## src/rtl/ball_game_controller.sv

```systemverilog
// Per-frame game sequencer: owns ball position/velocity, score and game state,
// and turns per-frame object-pixel counts inside the ball area into bounces.
module ball_game_controller #(
    parameter int H_ACTIVE     = 640,
    parameter int V_ACTIVE     = 480,
    parameter int BALL_SIZE    = 20,
    parameter int INIT_SPEED   = 2,
    parameter int MAX_SPEED    = 7,
    parameter int HIT_THRESH   = 40,
    parameter int SERVE_FRAMES = 60
) (
    input  logic       clk,
    input  logic       reset,
    input  logic       frame_tick,
    input  logic       pixel_valid,
    input  logic       is_hit_area,
    input  logic       obj_pixel,
    input  logic       start_btn,
    output logic [9:0] ball_x,
    output logic [9:0] ball_y,
    output logic [1:0] state,
    output logic [7:0] score,
    output logic       hit_flag
);

    typedef enum logic [1:0] {
        ST_IDLE  = 2'd0,
        ST_SERVE = 2'd1,
        ST_PLAY  = 2'd2
    } state_t;

    localparam logic [9:0]         X_CENTRE   = 10'((H_ACTIVE - BALL_SIZE) / 2);
    localparam logic [9:0]         Y_CENTRE   = 10'((V_ACTIVE - BALL_SIZE) / 2);
    localparam logic [9:0]         X_MAX      = 10'(H_ACTIVE - BALL_SIZE);
    localparam logic signed [10:0] X_MAX_S    = 11'(H_ACTIVE - BALL_SIZE);
    localparam logic signed [10:0] Y_MAX_S    = 11'(V_ACTIVE - BALL_SIZE);
    localparam logic signed [3:0]  SPEED0     = 4'(INIT_SPEED);
    localparam logic signed [3:0]  SPEED_CAP  = 4'(MAX_SPEED);
    localparam logic [8:0]         HIT_MIN    = 9'(HIT_THRESH);
    localparam logic [8:0]         HIT_SAT    = 9'h1FF;
    localparam logic [7:0]         SERVE_LAST = 8'(SERVE_FRAMES - 1);

    state_t             state_reg;
    logic [9:0]         ball_x_reg;
    logic [9:0]         ball_y_reg;
    logic signed [3:0]  vx_reg;
    logic signed [3:0]  vy_reg;
    logic [7:0]         score_reg;
    logic               hit_flag_reg;
    logic [8:0]         hit_cnt_reg;
    logic [7:0]         serve_cnt_reg;
    logic               start_prev_reg;
    // Sign of the most recent serve; starts "positive" so the first serve goes left.
    logic               serve_pos_reg;

    logic               start_edge;
    logic               pix_qual;
    logic               hit_now;
    logic signed [3:0]  vy_cap;
    logic signed [3:0]  vy_post;
    logic signed [10:0] nx;
    logic signed [10:0] ny;

    assign start_edge = start_btn & ~start_prev_reg;
    assign pix_qual   = pixel_valid & is_hit_area & obj_pixel;

    always_comb begin
        hit_now = (hit_cnt_reg >= HIT_MIN) && (vy_reg > 4'sd0);
        // vy is positive whenever a hit can apply, so +1 below the cap cannot overflow.
        vy_cap  = (vy_reg >= SPEED_CAP) ? SPEED_CAP : (vy_reg + 4'sd1);
        vy_post = hit_now ? -vy_cap : vy_reg;
        nx      = $signed({1'b0, ball_x_reg}) + {{7{vx_reg[3]}}, vx_reg};
        ny      = $signed({1'b0, ball_y_reg}) + {{7{vy_post[3]}}, vy_post};
    end

    always_ff @(posedge clk or posedge reset) begin
        if (reset) begin
            state_reg      <= ST_IDLE;
            ball_x_reg     <= X_CENTRE;
            ball_y_reg     <= Y_CENTRE;
            vx_reg         <= SPEED0;
            vy_reg         <= SPEED0;
            score_reg      <= 8'd0;
            hit_flag_reg   <= 1'b0;
            hit_cnt_reg    <= 9'd0;
            serve_cnt_reg  <= 8'd0;
            start_prev_reg <= 1'b0;
            serve_pos_reg  <= 1'b1;
        end else begin
            start_prev_reg <= start_btn;
            hit_flag_reg   <= 1'b0;

            // A qualifying pixel in the frame_tick cycle itself is dropped.
            if (frame_tick) begin
                hit_cnt_reg <= 9'd0;
            end else if (pix_qual && (hit_cnt_reg != HIT_SAT)) begin
                hit_cnt_reg <= hit_cnt_reg + 9'd1;
            end

            case (state_reg)
                ST_IDLE: begin
                    if (start_edge) begin
                        state_reg     <= ST_SERVE;
                        ball_x_reg    <= X_CENTRE;
                        ball_y_reg    <= Y_CENTRE;
                        score_reg     <= 8'd0;
                        serve_cnt_reg <= 8'd0;
                        vy_reg        <= SPEED0;
                        vx_reg        <= serve_pos_reg ? -SPEED0 : SPEED0;
                        serve_pos_reg <= ~serve_pos_reg;
                    end
                end

                ST_SERVE: begin
                    if (frame_tick) begin
                        if (serve_cnt_reg == SERVE_LAST) begin
                            state_reg <= ST_PLAY;
                        end else begin
                            serve_cnt_reg <= serve_cnt_reg + 8'd1;
                        end
                    end
                end

                ST_PLAY: begin
                    if (frame_tick) begin
                        if (hit_now) begin
                            hit_flag_reg <= 1'b1;
                            if (score_reg != 8'hFF) begin
                                score_reg <= score_reg + 8'd1;
                            end
                        end

                        if (nx[10]) begin
                            ball_x_reg <= 10'd0;
                            vx_reg     <= -vx_reg;
                        end else if (nx > X_MAX_S) begin
                            ball_x_reg <= X_MAX;
                            vx_reg     <= -vx_reg;
                        end else begin
                            ball_x_reg <= nx[9:0];
                        end

                        // A hit this frame overrides leaving through the bottom.
                        if (ny[10]) begin
                            ball_y_reg <= 10'd0;
                            vy_reg     <= -vy_post;
                        end else if (!hit_now && (ny > Y_MAX_S)) begin
                            state_reg <= ST_IDLE;
                        end else begin
                            ball_y_reg <= ny[9:0];
                            vy_reg     <= vy_post;
                        end
                    end
                end

                default: begin
                    state_reg <= ST_IDLE;
                end
            endcase
        end
    end

    assign ball_x   = ball_x_reg;
    assign ball_y   = ball_y_reg;
    assign state    = state_reg;
    assign score    = score_reg;
    assign hit_flag = hit_flag_reg;

endmodule

```

## config.mk

```make
export PLATFORM = sky130hd
export DESIGN_NAME = ball_game_controller
export DESIGN_NICKNAME = d
export VERILOG_FILES = /design/src/rtl/ball_game_controller.sv
export SDC_FILE = /design/constraint.sdc
export NUM_CORES = 1
export LEC_CHECK = 0
export ABC_AREA = 1
export CAP_MARGIN = 20
export CORE_UTILIZATION = 40
export DETAILED_ROUTE_END_ITERATION = 7
export HOLD_SLACK_MARGIN = 0.02
export SYNTH_ARGS = -nofsm -noshare
export SYNTH_HDL_FRONTEND = slang
export SYNTH_SLANG_ARGS = --single-unit
```

## constraint.sdc

```tcl
create_clock -name clk -period 6.81 [get_ports clk]
set_input_delay 1.7025 -clock clk [delete_from_list [all_inputs] [get_ports clk]]
set_output_delay 1.7025 -clock clk [all_outputs]
set_load 0.05 [all_outputs]
```

==> results of run 1 <==
## cells by family after synthesis
| logic type | count (synthesis) |
|---|---|
| AND/OR/NAND/NOR | 351 |
| buffers and inverters | 96 |
| AO/OA/AOI/OAI | 63 |
| flip-flops | 57 |
| adder cells (fa/ha/maj) | 31 |
| XOR/XNOR | 10 |
## worst max-delay path by stage
| stage | cells after the start | to | slack (ps) |
|---|---|---|---|
| after floorplan | 26 | ball_y[8]$_DFFE_PP0P_ | 3660 |
| after global placement | 12 | score[7]$_DFFE_PP0P_ | 2990 |
| after detailed placement | 12 | score[7]$_DFFE_PP0P_ | 2950 |
| after CTS | 25 | vy_reg[2]$_DFFE_PP0P_ | 3020 |
| after global routing | 25 | ball_y[9]$_DFFE_PP0P_ | 2650 |
| final | 25 | ball_y[9]$_DFFE_PP0P_ | 2980 |
## metrics by stage
stage                     total power, mW  hold slack (ps)  util [%]  cell area, µm²  std cells
after floorplan                     1.616            460.7         -            4260        608
after global placement              1.906            477.8     46.22            4772        777
after detailed placement            1.926            480.7     46.22            4772        777
after CTS                           2.292            492.3     48.33            4990        793
after global routing                2.505            507.5     48.33            4990        793
final                               2.276            491.8     48.33            4990        793
## synthesized netlist by cell type (all sizes together)
cell    count  share of area (%)
o211ai      1               0.18
dfrtp      44                 26
o21ai      30                3.5
xnor2       4               0.82
nor3       13                1.5
a21boi      1               0.18
a21oi      26                3.1
buf         3               0.76
nor4        2               0.29
fa          1               0.47
ha         30                8.8
o21bai      3               0.79
nand2     201                 21
or2         1               0.15
nand4       8                1.2
dfstp      13                8.0
a22o        1               0.21
nand3b      4               0.70
nand3      66                7.9
clkbuf      3               0.26
a211oi      1               0.18
nor2       56                5.2
inv        90                7.9
xor2        6                1.2
## per-layer routing
metal,vias to the layer above,global-route usage (%)
li1,2033,-
met1,1801,25.31
met2,49,32.75
met3,14,3.431
met4,0,6.640
met5,-,0
## final cells by class
| class | count | area [µm²] |
|---|---|---|
| well taps | 136 | 170.2 |
| inverters | 90 | 337.8 |
| clock buffers | 9 | 123.9 |
| clock inverters | 7 | 93.84 |
| multi-input cells | 455 | 2436 |
| repair buffers | 39 | 385.4 |
| flip-flops and latches | 57 | 1443 |
| fillers | 1059 | 5334 |
## critical path, stage by stage (launching register included)
cell and delay [ps]:
dfstp_2 570, ha_1 210, nand2_1 100, nor2_1 140, nor2_1 90, ha_1 210
xor2_1 170, nand2_1 70, nand2_1 110, inv_1 80, ha_1 390, nand2_1 80
nand2_1 100, inv_2 40, nand2_1 70, nand2_1 110, a21oi_1 210, nor2_1 60
nand2_1 60, nand2_1 70, nand2_1 100, nand2_2 90, nand2_4 180, nand2_4 220
nand2_1 130, nand2_1 60
## power by group
part	switching [mW]	total [mW]	internal, mW	leakage (nW)
sequential	0.0836	0.527	0.443	0.740
combinational	0.934	1.40	0.463	1.72
clock	0.147	0.352	0.206	0.106
total	1.16	2.28	1.11	2.57
==> results.txt, run 1 <==
- Clock transition at the register clock pins on the worst setup and hold paths after CTS: around 70 ps
- Number of setup violations in the final report: 0
- Count of antenna-violating nets left after detailed routing: 0
- The Yosys step of the flow raised 0 warnings.
* Combined area of all synthesized cells: 4260 µm²
- Compound-cell area share of the yosys netlist: 8.194%
- Register area share after synthesis: 33.86%
- Setup slack on the critical path of the routed design comes to just under 3000 ps.
- Routed metal-1 wire length: just under 5 mm
- Pin count of the biggest net entering global routing: 58
* Worst Hold Path Cells: 1
- Mean Syn Cell Area: 7.007 µm²
* # H-tree levels: 3
- The worst setup path is launched from a register.
- CP max FO: 15
- Startpoint of the most critical register-to-register path: vy_reg[1]$_DFFE_PP1P_
- Synthesis inferred 57 register bits.
- Number of buffers inserted by hold repair at cts: 0
* Fraction of the mapped netlist area in adder cells: 9.280%
* Wire length per cell after detailed routing: 12.43 µm
- Least-Margin Pin Slew: between 700 and 800 ps
- Clock tree from TritonCTS: built
- The die is 105.2 µm tall.
- The worst setup path is of the register to register kind.
- In this run the power density over the cells is 456.2 nW/µm².
- After synthesis, the largest family of logic cells by area is simple AND/OR/NAND/NOR gates.
- Syn-to-layout area delta: 17.12%
- Setup TNS: 0 ps
- Clock skew after layout: 10.19 ps
- Reg-to-reg critical path endpoint: ball_y[9]$_DFFE_PP0P_
* Post-layout nets: 690
- HPWL after detailed placement: 7.412 mm
- Die Outline Area: 11070 µm²
* Via count of the first global-routing pass: roughly 4000
- The total count of max-transition violations in the final report came to 0.
- 1st-iter DRT viols: 201
- The final hold violation count is 0.
* Effective utilization at floorplan: 41.27%
- First-pass GRT wire length: 17.51 mm
- Aggregate global-route resource usage: 19.55%
* Number of buffers created by CTS: 9
- Diode insertion count for antenna repair: 0
- The first TritonRoute pass finished after 4 iterations.
* Sum of met2 wire segment lengths after detailed routing: 4.608 mm
* Commonest non-fill, non-tap cell in the layout: nand2_1
- The post-route netlist has roughly 11% of its cells at a drive strength greater than 1.
- Pre-CTS WS: between 2000 and 3000 ps
* Final clock period utilization by the worst path: a little under three fifths
- The worst pin sits at a relative slew slack of 51.91%.
- The tool flagged a number of max-cap violations equal to 0.
- Timing startpoint of the critical path: vy_reg[1]$_DFFE_PP1P_
- Routability-driven placement finished with a final weighted congestion of 0.8155.
- Unrepaired setup endpoints after global routing: false
- Min Clock Period, post-route: 3835 ps
- The clock reaches the later pin of the worst-skew pair after 340 ps.
- The min-delay analysis places its worst path in the category register to register.
- Counting cells, the worst reg-to-reg path comes to 25.
- Highest clock frequency the design can meet: between 200 and 300 MHz
- After clock tree synthesis, the setup repair step added 0 buffers.
* Nets in the synthesized netlist: approximately 650
* Hold Path Origin: serve_pos_reg$_DFFE_PP1P_
* End point of the worst hold path: serve_pos_reg$_DFFE_PP1P_
* Fraction of synthesized cell area in xor and xnor cells: under 10%
- Counting every sink on the clock net gives 57.
- Total DRC errors in the routed layout: 0
- Top Metal Used: met4
* CTS Buffer Depth: 2
- The worst setup path is captured at a register.
- The number of antenna violations at the first check in global routing is 0.
- Post-detailed-routing wire length: 9.858 mm
- The floorplan step defined a core boundary enclosing 10320 µm².
- After clock tree synthesis, the repair step resized 0 gates.
* Fraction of synthesized area in multiplexers: 0%
- Across all register-to-register paths, the minimum setup slack is approximately 3000 ps.
- The synthesized netlist devotes 37.65% of its cell area to simple gates.
- STA puts the critical path data arrival time at 4060 ps.
- In this run the count of I/O pins placed on the die edge is 38.
- Highest-count cells in the layout ignoring fill and taps: nand2_1, inv_1, nand3_1
* Buffer type at the clock tree root: clkbuf_8
- Required time of the worst setup path: between 7000 and 8000 ps
* Via count: 3897
- After global routing the overflow that remains totals 0.
* Std-Cell Rows: 37
* Outcome: completed
- In this run, distinct cell masters in the synthesized netlist total 35.
* Routed met3 length: around 230 µm
- Dividing the detail-routed via count by the number of cells gives roughly 4.9.
* Synthesized instance count: 608
* Peak VDD IR: 0.0001925 V
- In this run the horizontal extent of the chip is 105.2 µm.
* Number of buffers inserted by port buffering: 37
* Leakage Power: 2.566 nW
No activity file was read; power rests on OpenSTA's default activity.
==> inputs of run 2 (changes only) <==
Clock period 6.81 ns to 3.9 ns, I/O delays scaled along.
==> results.txt, run 2 (same netlist as run 1, synthesis figures left out) <==
* Final number of max-transition violations: 0 (unchanged)
* Instance count after placement with tap cells included: 778 (+0.13%)
- The pin count of the biggest net entering global routing came to 58 (unchanged).
- Total DRC errors in the routed layout: 0 (unchanged)
- The delay contributed by the slowest stage of the critical path came to 570 ps (about the same).
- Timing startpoint of the critical path: vy_reg[1]$_DFFE_PP1P_
- Worst endpoint data arrival time: 3800 ps (-260 ps)
* Clock transition at the register clock pins on the worst setup and hold paths after CTS: 80 ps (about the same)
- The routed via count is 3885 (-0.31%).
* Startpoint of the most critical register-to-register path: vy_reg[1]$_DFFE_PP1P_
- Power density cells: 801.5 nW/µm² (+76%)
- Final std cells w/o fill: 794 (+0.13%)
- Setup crit end kind: register
* Post-cts sizing count: 0 (unchanged)
- First-pass GRT wire length: 16.99 mm (-2.9%)
- The worst setup path is launched from a register.
- The max-cap violation count was 0 (unchanged).
- The worst IR drop on VDD is 0.0003663 V (+90%).
* Most used cell along the critical path: nand2_1
- Tightest hold margin: 492.4 ps (+0.5450 ps)
* HPWL after detailed placement: 7.380 mm (-0.44%)
- Number of buffers inserted to repair setup after CTS: 0 (unchanged)
* Core Box Area: 10320 µm² (unchanged)
- The leakage power total was 2.572 nW (+0.24%).
- The sum of routed wire length over all layers came to 9.803 mm (-0.56%).
* Number of ports placed on the die boundary: 38 (unchanged)
- Clock tree from TritonCTS: built
- The final setup violation count came to 0 (unchanged).
* Final clock period utilization by the worst path: 91.36% (+35 points)
- The number of antenna violations at the first check in global routing came to 0 (unchanged).
* Number of buffers created by CTS: 9 (unchanged)
* Effective utilization at floorplan: 41.27% (unchanged)
* Die Outline Area: 11070 µm² (unchanged)
* 1st-iter DRT viols: 117 (-42%)
- # H-tree levels: 3 (unchanged)
* Number of buffers inserted by hold repair at cts: 0 (unchanged)
- Diode insertion count for antenna repair: 0 (unchanged)
* CTS Buffer Depth: 2 (unchanged)
- Required time of the worst setup path: 4130 ps (-2910 ps)
* Die height: 105.2 µm (unchanged)
- X dimension of the die: 105.2 µm (unchanged)
- Least-Margin Pin Slew: 738.5 ps (+17.08 ps)
* Commonest non-fill, non-tap cell in the layout: nand2_1
- The setup path with the least slack is of type register to register.
- The mean number of vias per cell was 4.893 (-0.43%).
- Aggregate global-route resource usage: 19.10% (-0.45 points)
* Design Power: 4.027 mW (+77%)
* Sink count of the clock tree: 57 (unchanged)
- The final net count was 691 (+0.14%).
- Detailed Routing Iterations Pass 1: 5 (+1)
- Ratio of cells with drive above 1 in the final layout: 11.70% (+0.29 points)
* Flop-to-flop setup slack: 340 ps (-2640 ps)
* Critical-path cell with the highest stage delay: dfstp_2
- Clock skew after layout: 17.85 ps (+7.664 ps)
- Highest-count cells in the layout ignoring fill and taps: nand2_1, inv_1, nand3_1
* CP max FO: 15 (unchanged)
* Clock latency reported for the late side of the worst-skew pair: 340 ps (about the same)
* Reg-to-reg critical path endpoint: vy_reg[3]$_DFFE_PP0P_
- Number of buffers inserted by port buffering: 37 (unchanged)
* Setup TNS: 0 ps (unchanged)
- Std-Cell Rows: 37 (unchanged)
* Buffer type at the clock tree root: clkbuf_8
- The via count of the first global-routing pass came to 3786 (-4.2%).
* Wire length per cell after detailed routing: 12.35 µm (-0.68%)
- The final hold violation count is 0 (unchanged).
- Min Clock Period, post-route: 3563 ps (-271.5 ps)
- Worst slew margin relative to its limit: 50.77% (-1.1 points)
* Weighted congestion at the end of routability-driven global placement: 0.8451 (+3.6%)
* Final Core Density: 48.67% (+0.34 points)
- Global-route congestion overflow total: 0 (unchanged)
* Worst min-delay path category: register to register
* Worst setup path end: vy_reg[3]$_DFFE_PP0P_
- Count of antenna-violating nets left after detailed routing: 0 (unchanged)
- Outcome: completed
- The maximum clock rate came to 280.7 MHz (+7.6%).
* Syn-to-layout area delta: 17.94%
- The cell count of the worst reg-to-reg path was 25 (unchanged).
run 2: worst min-delay path by stage:
stage | from | end | slack [ps] | cells past startpoint
after floorplan | vx_reg[1]$_DFFE_PP1P_ | vx_reg[1]$_DFFE_PP1P_ | 460 | 2
after global placement | vx_reg[1]$_DFFE_PP1P_ | vx_reg[1]$_DFFE_PP1P_ | 480 | 2
after detailed placement | vx_reg[1]$_DFFE_PP1P_ | vx_reg[1]$_DFFE_PP1P_ | 480 | 2
after CTS | vx_reg[1]$_DFFE_PP1P_ | vx_reg[1]$_DFFE_PP1P_ | 500 | 2
after global routing | serve_pos_reg$_DFFE_PP1P_ | serve_pos_reg$_DFFE_PP1P_ | 510 | 1
final | vx_reg[1]$_DFFE_PP1P_ | vx_reg[1]$_DFFE_PP1P_ | 490 | 2
run 2: final cells by class:
type                            instances  area [µm²]
Timing Repair Buffer                   40       392.9
Multi-Input combinational cell        455        2456
Inverter                               90       337.8
Sequential cell                        57        1443
Clock buffer                            9       123.9
Tap cell                              136       170.2
Clock inverter                          7       101.3
Fill cell                            1019        5299
run 2: metal layers:
metal	routed length (µm)	part of all wire [%]	up-vias	GRT usage, %
met1	4734	48	1750	24.39
met5	0	0	-	0
li1	-	-	2051	-
met4	293	3.0	0	9.054
met3	295	3.0	21	3.306
met2	4480	46	63	31.25
run 2: metrics by stage:
stage | cell area (µm²) | worst slack [ps]
finish | 5025 | 337.0
floorplan | 4260 | 752.1
detailed placement | 4780 | 273.6
global route | 5025 | -0.1190
global placement | 4780 | 384.3
CTS | 5005 | 265.6
run 2: where the power goes:
group / internal (mW) / leakage, nW / switching, mW
clock network: 0.366 / 0.107 / 0.279
registers: 0.773 / 0.740 / 0.147
logic: 0.825 / 1.73 / 1.64
run 2: worst max-delay path, delay by kind of cell (launching register included):
| kind | cells | cell delay (ps) |
|---|---|---|
| fa+ha+maj | 3 | 760 |
| buf+inv | 2 | 120 |
| compound gates | 1 | 190 |
| xor+xnor | 1 | 170 |
| flops | 1 | 570 |
| simple gates | 18 | 1640 |
